## config.mk

```make
export PLATFORM = sky130hd
export DESIGN_NAME = iotdf_ctrl
export DESIGN_NICKNAME = d
export VERILOG_FILES = /design/src/rtl/iotdf_ctrl.sv
export SDC_FILE = /design/constraint.sdc
export NUM_CORES = 1
export LEC_CHECK = 0
export CELL_PAD_IN_SITES_DETAIL_PLACEMENT = 1
export CELL_PAD_IN_SITES_GLOBAL_PLACEMENT = 2
export CORE_UTILIZATION = 28
export DETAILED_ROUTE_END_ITERATION = 10
export GPL_TIMING_DRIVEN = 0
export PLACE_DENSITY = 0.86
export SLEW_MARGIN = 20
export SYNTH_ARGS = -nofsm -noshare
export SYNTH_HDL_FRONTEND = slang
export SYNTH_SLANG_ARGS = --single-unit
```

## constraint.sdc

```tcl
create_clock -name clk -period 7.4 [get_ports clk]
set_clock_uncertainty 0.2 [all_clocks]
set_input_delay 2.22 -clock clk [delete_from_list [all_inputs] [get_ports clk]]
set_output_delay 2.22 -clock clk [all_outputs]
set_load 0.01 [all_outputs]
```

## src/rtl/iotdf_ctrl.sv

```systemverilog
// Input-side sequencer for the IoT data-filtering datapath: assembles 16-byte
// words from the serial byte stream and drives the round/word control bus.
module iotdf_ctrl #(
  parameter int BYTES_PER_WORD  = 16,
  parameter int WORDS_PER_ROUND = 8,
  parameter int NUM_ROUNDS      = 12
) (
  input  logic         clk,
  input  logic         rst,
  input  logic         in_en,
  input  logic [7:0]   iot_in,
  input  logic [2:0]   fn_sel,
  output logic         busy,
  output logic [2:0]   state,
  output logic [5:0]   cnt,
  output logic [7:0]   cycle_cnt,
  output logic         flag,
  output logic [2:0]   fn_q,
  output logic [127:0] data_word,
  output logic         word_valid,
  output logic         finish
);

  localparam int RW = (NUM_ROUNDS > 1) ? $clog2(NUM_ROUNDS) : 1;
  localparam logic [5:0]    CNT_MAX   = 6'(BYTES_PER_WORD - 1);
  localparam logic [7:0]    WORD_MAX  = 8'(WORDS_PER_ROUND - 1);
  localparam logic [RW-1:0] ROUND_MAX = RW'(NUM_ROUNDS - 1);

  typedef enum logic [2:0] {
    S_IDLE = 3'b000,
    S_LOAD = 3'b001,
    S_OUT  = 3'b010,
    S_DONE = 3'b011
  } state_t;

  state_t        st, st_nxt;
  logic [RW-1:0] round_cnt;
  logic          take, last_byte, last_word, last_round;

  assign take       = (st == S_LOAD) && in_en;
  assign last_byte  = (cnt == CNT_MAX);
  assign last_word  = (cycle_cnt == WORD_MAX);
  assign last_round = (round_cnt == ROUND_MAX);
  assign state      = st;

  always_comb begin
    st_nxt = st;
    case (st)
      S_IDLE: st_nxt = S_LOAD;
      S_LOAD: if (take && last_byte && last_word) st_nxt = S_OUT;
      S_OUT:  st_nxt = last_round ? S_DONE : S_LOAD;
      S_DONE: st_nxt = S_DONE;
      default: st_nxt = S_IDLE;
    endcase
  end

  // busy/finish are registered from the state being entered, so busy is
  // already high in the OUT cycle and no byte can slip in there.
  always_ff @(posedge clk or posedge rst) begin
    if (rst) begin
      st     <= S_IDLE;
      busy   <= 1'b1;
      finish <= 1'b0;
    end else begin
      st     <= st_nxt;
      busy   <= (st_nxt != S_LOAD);
      finish <= (st_nxt == S_DONE);
    end
  end

  always_ff @(posedge clk or posedge rst) begin
    if (rst) begin
      cnt        <= '0;
      cycle_cnt  <= '0;
      flag       <= 1'b0;
      fn_q       <= '0;
      data_word  <= '0;
      word_valid <= 1'b0;
      round_cnt  <= '0;
    end else begin
      word_valid <= 1'b0;
      if (st == S_IDLE) fn_q <= fn_sel;
      if (take) begin
        data_word <= {data_word[119:0], iot_in};
        if (last_byte) begin
          cnt        <= '0;
          word_valid <= 1'b1;
          if (!last_word) cycle_cnt <= cycle_cnt + 8'd1;
        end else begin
          cnt <= cnt + 6'd1;
        end
      end
      if (st == S_OUT) begin
        cycle_cnt <= '0;
        flag      <= 1'b1;
        round_cnt <= round_cnt + 1'b1;
      end
    end
  end

endmodule
```

### After elaboration in Yosys (flattened, before gate mapping)

Index checks and enable logic that the tools add are counted.

* register bits after elaboration: 156
* logic and storage cells: 39
* input bits: 14
* output and inout port bits: 152

* add/sub/neg operators: 3
* mux-type cells: 10
* reductions and logical operators: 7
* equality and inequality tests: 9

Operators by type and width (number)
* $mux W8: 4
* $pmux W3 S4: 1
* $eq A3 B2 Y1 const B: 3
* $add A8 B1 Y8 const B: 1
* $eq A8 B3 Y1 const B: 1
* $add A6 B1 Y6 const B: 1
* $eq A6 B4 Y1 const B: 1
* $mux W6: 1
* $add A4 B1 Y4 const B: 1
* $eq A4 B4 Y1 const B: 1
* $reduce_bool A2 Y1: 2
* $eq A3 B1 Y1 const B: 1
* $logic_and A1 B1 Y1: 3
* $logic_not A3 Y1: 1
* $mux W3: 1
* $ne A3 B1 Y1 const B: 1
* $reduce_and A3 Y1: 1
* $mux W1: 2
* $mux W2: 1
* $ne A2 B1 Y1 const B: 1

### Logic depth before layout (Yosys ltp)

* depth after elaboration: 7
* depth in mapped cells: 6
* mapped depth without buffers: 6

### Worst setup path after synthesis

OpenSTA, ideal clock, no wires.

* path kind: in2reg
* start: input in_en
* end: register cycle_cnt[3]
* path buffers: 1
* data required time: 7.122 ns
* cell stages on the path: 5
* setup slack: 3.791 ns
* library setup time: 0.078 ns
* data arrival time: 3.331 ns
* path through: and4bb_2 buf_4 nand3_2 or4_1 a21oi_1

* word-level cells in the longest chain between the ends: 3

RTL lines
* start, declared: line 10 `input logic in_en,`
* $logic_and A1 B1 Y1: line 40 `assign take = (st == S_LOAD) && in_en;`
* $reduce_bool A2 Y1 (no line)
* $reduce_and A3 Y1 (no line)
* end signal, assigned: line 88 `if (!last_word) cycle_cnt <= cycle_cnt + 8'd1;`
* end, declared: line 16 `output logic [7:0] cycle_cnt,`

Every way passes these cells.
A chain may end at the register's enable or synchronous reset.

### Final worst setup path

* start: input in_en
* end: register data_word[72]

* word-level cells in the longest chain between the ends: 1

RTL lines
* $logic_and A1 B1 Y1: line 40
* end signal, assigned: line 84 `data_word <= {data_word[119:0], iot_in};`
* end, declared: line 19 `output logic [127:0] data_word,`

Every way passes these cells.

==> reports/qor.txt <==
IO Port Bufs - 165
Layout cells sized above 1 - 0.0516
Reg-to-reg critical path endpoint - data_word[72]
VDD IR-drop max - 0.000145 V
Initial antenna violation count - 0
# Post-CTS Setup Buffers - 0
CORE AREA - 21000 µm²
1st-pass router iterations - 4
Sequential element share of the synthesized area - 0.650
First-pass GRT wire length - 27.6 mm
Die Height - 148 µm
Tot GR Track Use - 0.161
Total number of vias - 4987
Post-CTS sizing - 0
Hold depth - 2
Clock power share - 0.359
Hold wc startpoint - data_word[121]
CP startpoint - in_en
Gate power share - 0.183
Syn nets - 671
Die area - 22000 µm²
Final Setup Violations - 0
Grt ovf - 0
Final hold violation count - 0
Final Power - 2.30 mW
CP Cell Sequence - clkdlybuf4s50_1, and4bb_2, buf_4, clkbuf_1, clkbuf_1, nand2_1, nand2_1
Max Slew Vio Count - 0
CTS HTree Levels - 4
CTS tree - built
Critical path's top delay family - buffers and inverters
Tightest Pin Transition - 0.772 ns
Diodes inserted - 0
Critical-path top delay cell - clkbuf_1
Vias/cell - 4.43
P per Cell Area - 268 nW/µm²
Seq pwr share - 0.458
Number of global-route vias before repair - 5187
GP Congestion - 0.728
Final Critical Period - 4.09 ns
CP Capture Type - register
Peak Freq - 0.245 GHz
Worst R2R Start - state[2]
Worst min-delay path class - reg -> reg
Final nets - 856
Synthesis-to-layout area growth - 43.0%
Reg clk slew, reported paths - 0.06 ns
Critical path buffers and inverters - 4
Yosys reg bits - 156
Dpl hpwl - 11.9 mm
Max-cap violation count - 0
Internal Power - 1.62 mW
DR iter-0 viols - 188
Routed len/inst - 15.0 µm
Synthesized area - 6000 µm²
CTS max path bufs - 2
Req. time, crit path - 7.56 ns
R2R depth - 6
Top Ports - 166
CTS buffer count - 17
WS Path Type - in -> reg
Clk sinks - 156
ANT nets after route - 0
Syn Area/Cell - 9.18 µm²
Critical path data arrival time - 4.25 ns
Sw Ratio - 0.293
DRC Markers - 0
Cells after synthesis - 654
Hold EP - data_word[121]
CP peak stage delay - 0.53 ns
Run status - completed
NetSw - 673 µW
Total Wirelength - 16.9 mm
Pleak - 4.25 nW
YS warnings - 0
Post-CTS Hold Buffers - 0
Die width - 148 µm
Synth cell types - 32
Relative slew slack - 0.481
R2R Setup Slk - 5.02 ns
Largest net degree at the start of global routing - 86
CP Max Fanout - 10
Clock Latency Late Sink - 0.42 ns
Clock Tree Root - clkbuf_16
RSZ-0062 raised after global routing - false
Hold Slack - 0.273 ns
Final worst path period share - 0.552
Worst Setup Start Kind - input port
Initial Util - 0.286
Rows - 53
## sequential cells by signal, summed over array words and instances (netlist names)
| register | flops |
|---|---|
| busy | 1 |
| cnt | 6 |
| cycle_cnt | 8 |
| data_word | 128 |
| finish | 1 |
| flag | 1 |
| fn_q | 3 |
| round_cnt | 4 |
| state | 3 |
| word_valid | 1 |
## synth_stat cells, drive strengths merged
library cell,number,area (µm²)
and3b,1,8.76
ha,3,37.5
nand2b,1,6.26
or3,4,25.0
o31ai,3,22.5
dfstp,1,26.3
nand3,5,30.0
nor3,1,5.00
xor2,1,8.76
nand2,395,1480
clkbuf,29,109
nor4,2,18.8
nor3b,2,15.0
mux2,5,56.3
xnor2,5,43.8
nand4,4,25.0
or2,1,6.26
and4bb,1,12.5
o21ai,7,35.0
nor2b,1,6.26
inv,3,11.3
conb,1,3.75
o21bai,1,7.51
nor2,4,15.0
nand3b,1,7.51
or4,3,22.5
and2,3,18.8
dfrtp,155,3880
a21oi,10,50.1
buf,1,7.51
## worst max path at each step
stage	to	slack (ns)	cells past startpoint
floorplan	cnt[0]	0.78	1
global placement	data_word[49]	-1.75	2
detailed placement	data_word[29]	2.85	7
CTS	data_word[28]	3.30	7
global route	data_word[57]	3.15	7
finish	data_word[72]	3.31	7
## worst register-to-register path, cell delays in order (launching register included)
cell,delay (ns)
dfrtp_1,0.46
and4bb_2,0.32
buf_4,0.18
clkbuf_1,0.53
clkbuf_1,0.44
nand2_1,0.12
nand2_1,0.07
## through the flow
step	util	instance area (µm²)	instances	setup TNS, ns	worst slack, ns
6_report	0.408	8580	1127	0	3.31
5_1_grt	0.408	8580	1127	0	3.15
4_1_cts	0.408	8580	1127	0	3.30
3_5_place_dp	0.382	8030	1095	0	2.85
3_3_place_gp	0.381	8000	1094	-269.95	-1.75
2_1_floorplan	-	6000	654	0	0.775
## layout make-up
| cell class | count | area [µm²] |
|---|---|---|
| inverter | 3 | 18.8 |
| fill | 2439 | 12400 |
| timing repair buffer | 166 | 1680 |
| sequential | 156 | 3910 |
| buffer | 30 | 116 |
| clock buffer | 19 | 443 |
| clock inverter | 13 | 108 |
| multi-input combinational | 465 | 1970 |
| tap | 275 | 344 |
## power by group through the flow
stage / logic, mW / clock network [mW] / registers [mW]
after floorplan: 0.117 / 0 / 1.09
after global placement: 0.416 / 0 / 1.07
after detailed placement: 0.425 / 0 / 1.07
after CTS: 0.429 / 0.851 / 1.05
after global routing: 0.464 / 0.888 / 1.07
final: 0.420 / 0.825 / 1.05
## layout by cell type (no fill, tap or decap), types with 4 or more instances in the layout
cell / netlist / routed
clkinvlp_4: 0 / 4
mux2_2: 5 / 5
nand4_1: 4 / 4
nand3_1: 4 / 4
xnor2_1: 5 / 5
dfrtp_1: 155 / 155
inv_6: 0 / 4
clkbuf_16: 0 / 17
clkbuf_1: 29 / 30
o21ai_0: 7 / 7
nand2_1: 395 / 395
nor2_1: 4 / 4
a21oi_1: 10 / 10
or3_1: 4 / 4
clkdlybuf4s50_1: 0 / 165
## layer usage
layer	vias to the layer above	share of wire	GRT usage
met4	0	0.010	0.0464
met2	124	0.46	0.252
met1	2447	0.45	0.206
met3	14	0.076	0.0601
met5	-	0	0
li1	2402	-	-
## logic make-up after synthesis
kind of cell,count (synthesis),synth area share
compound gates,21,0.0192
xor+xnor,6,0.00875
fa+ha+maj,3,0.00625
buf+inv,33,0.0213
flops,156,0.650
mux,5,0.00938
other cells,1,0.000625
simple gates,429,0.284
(Power assumes the default switching activity.)
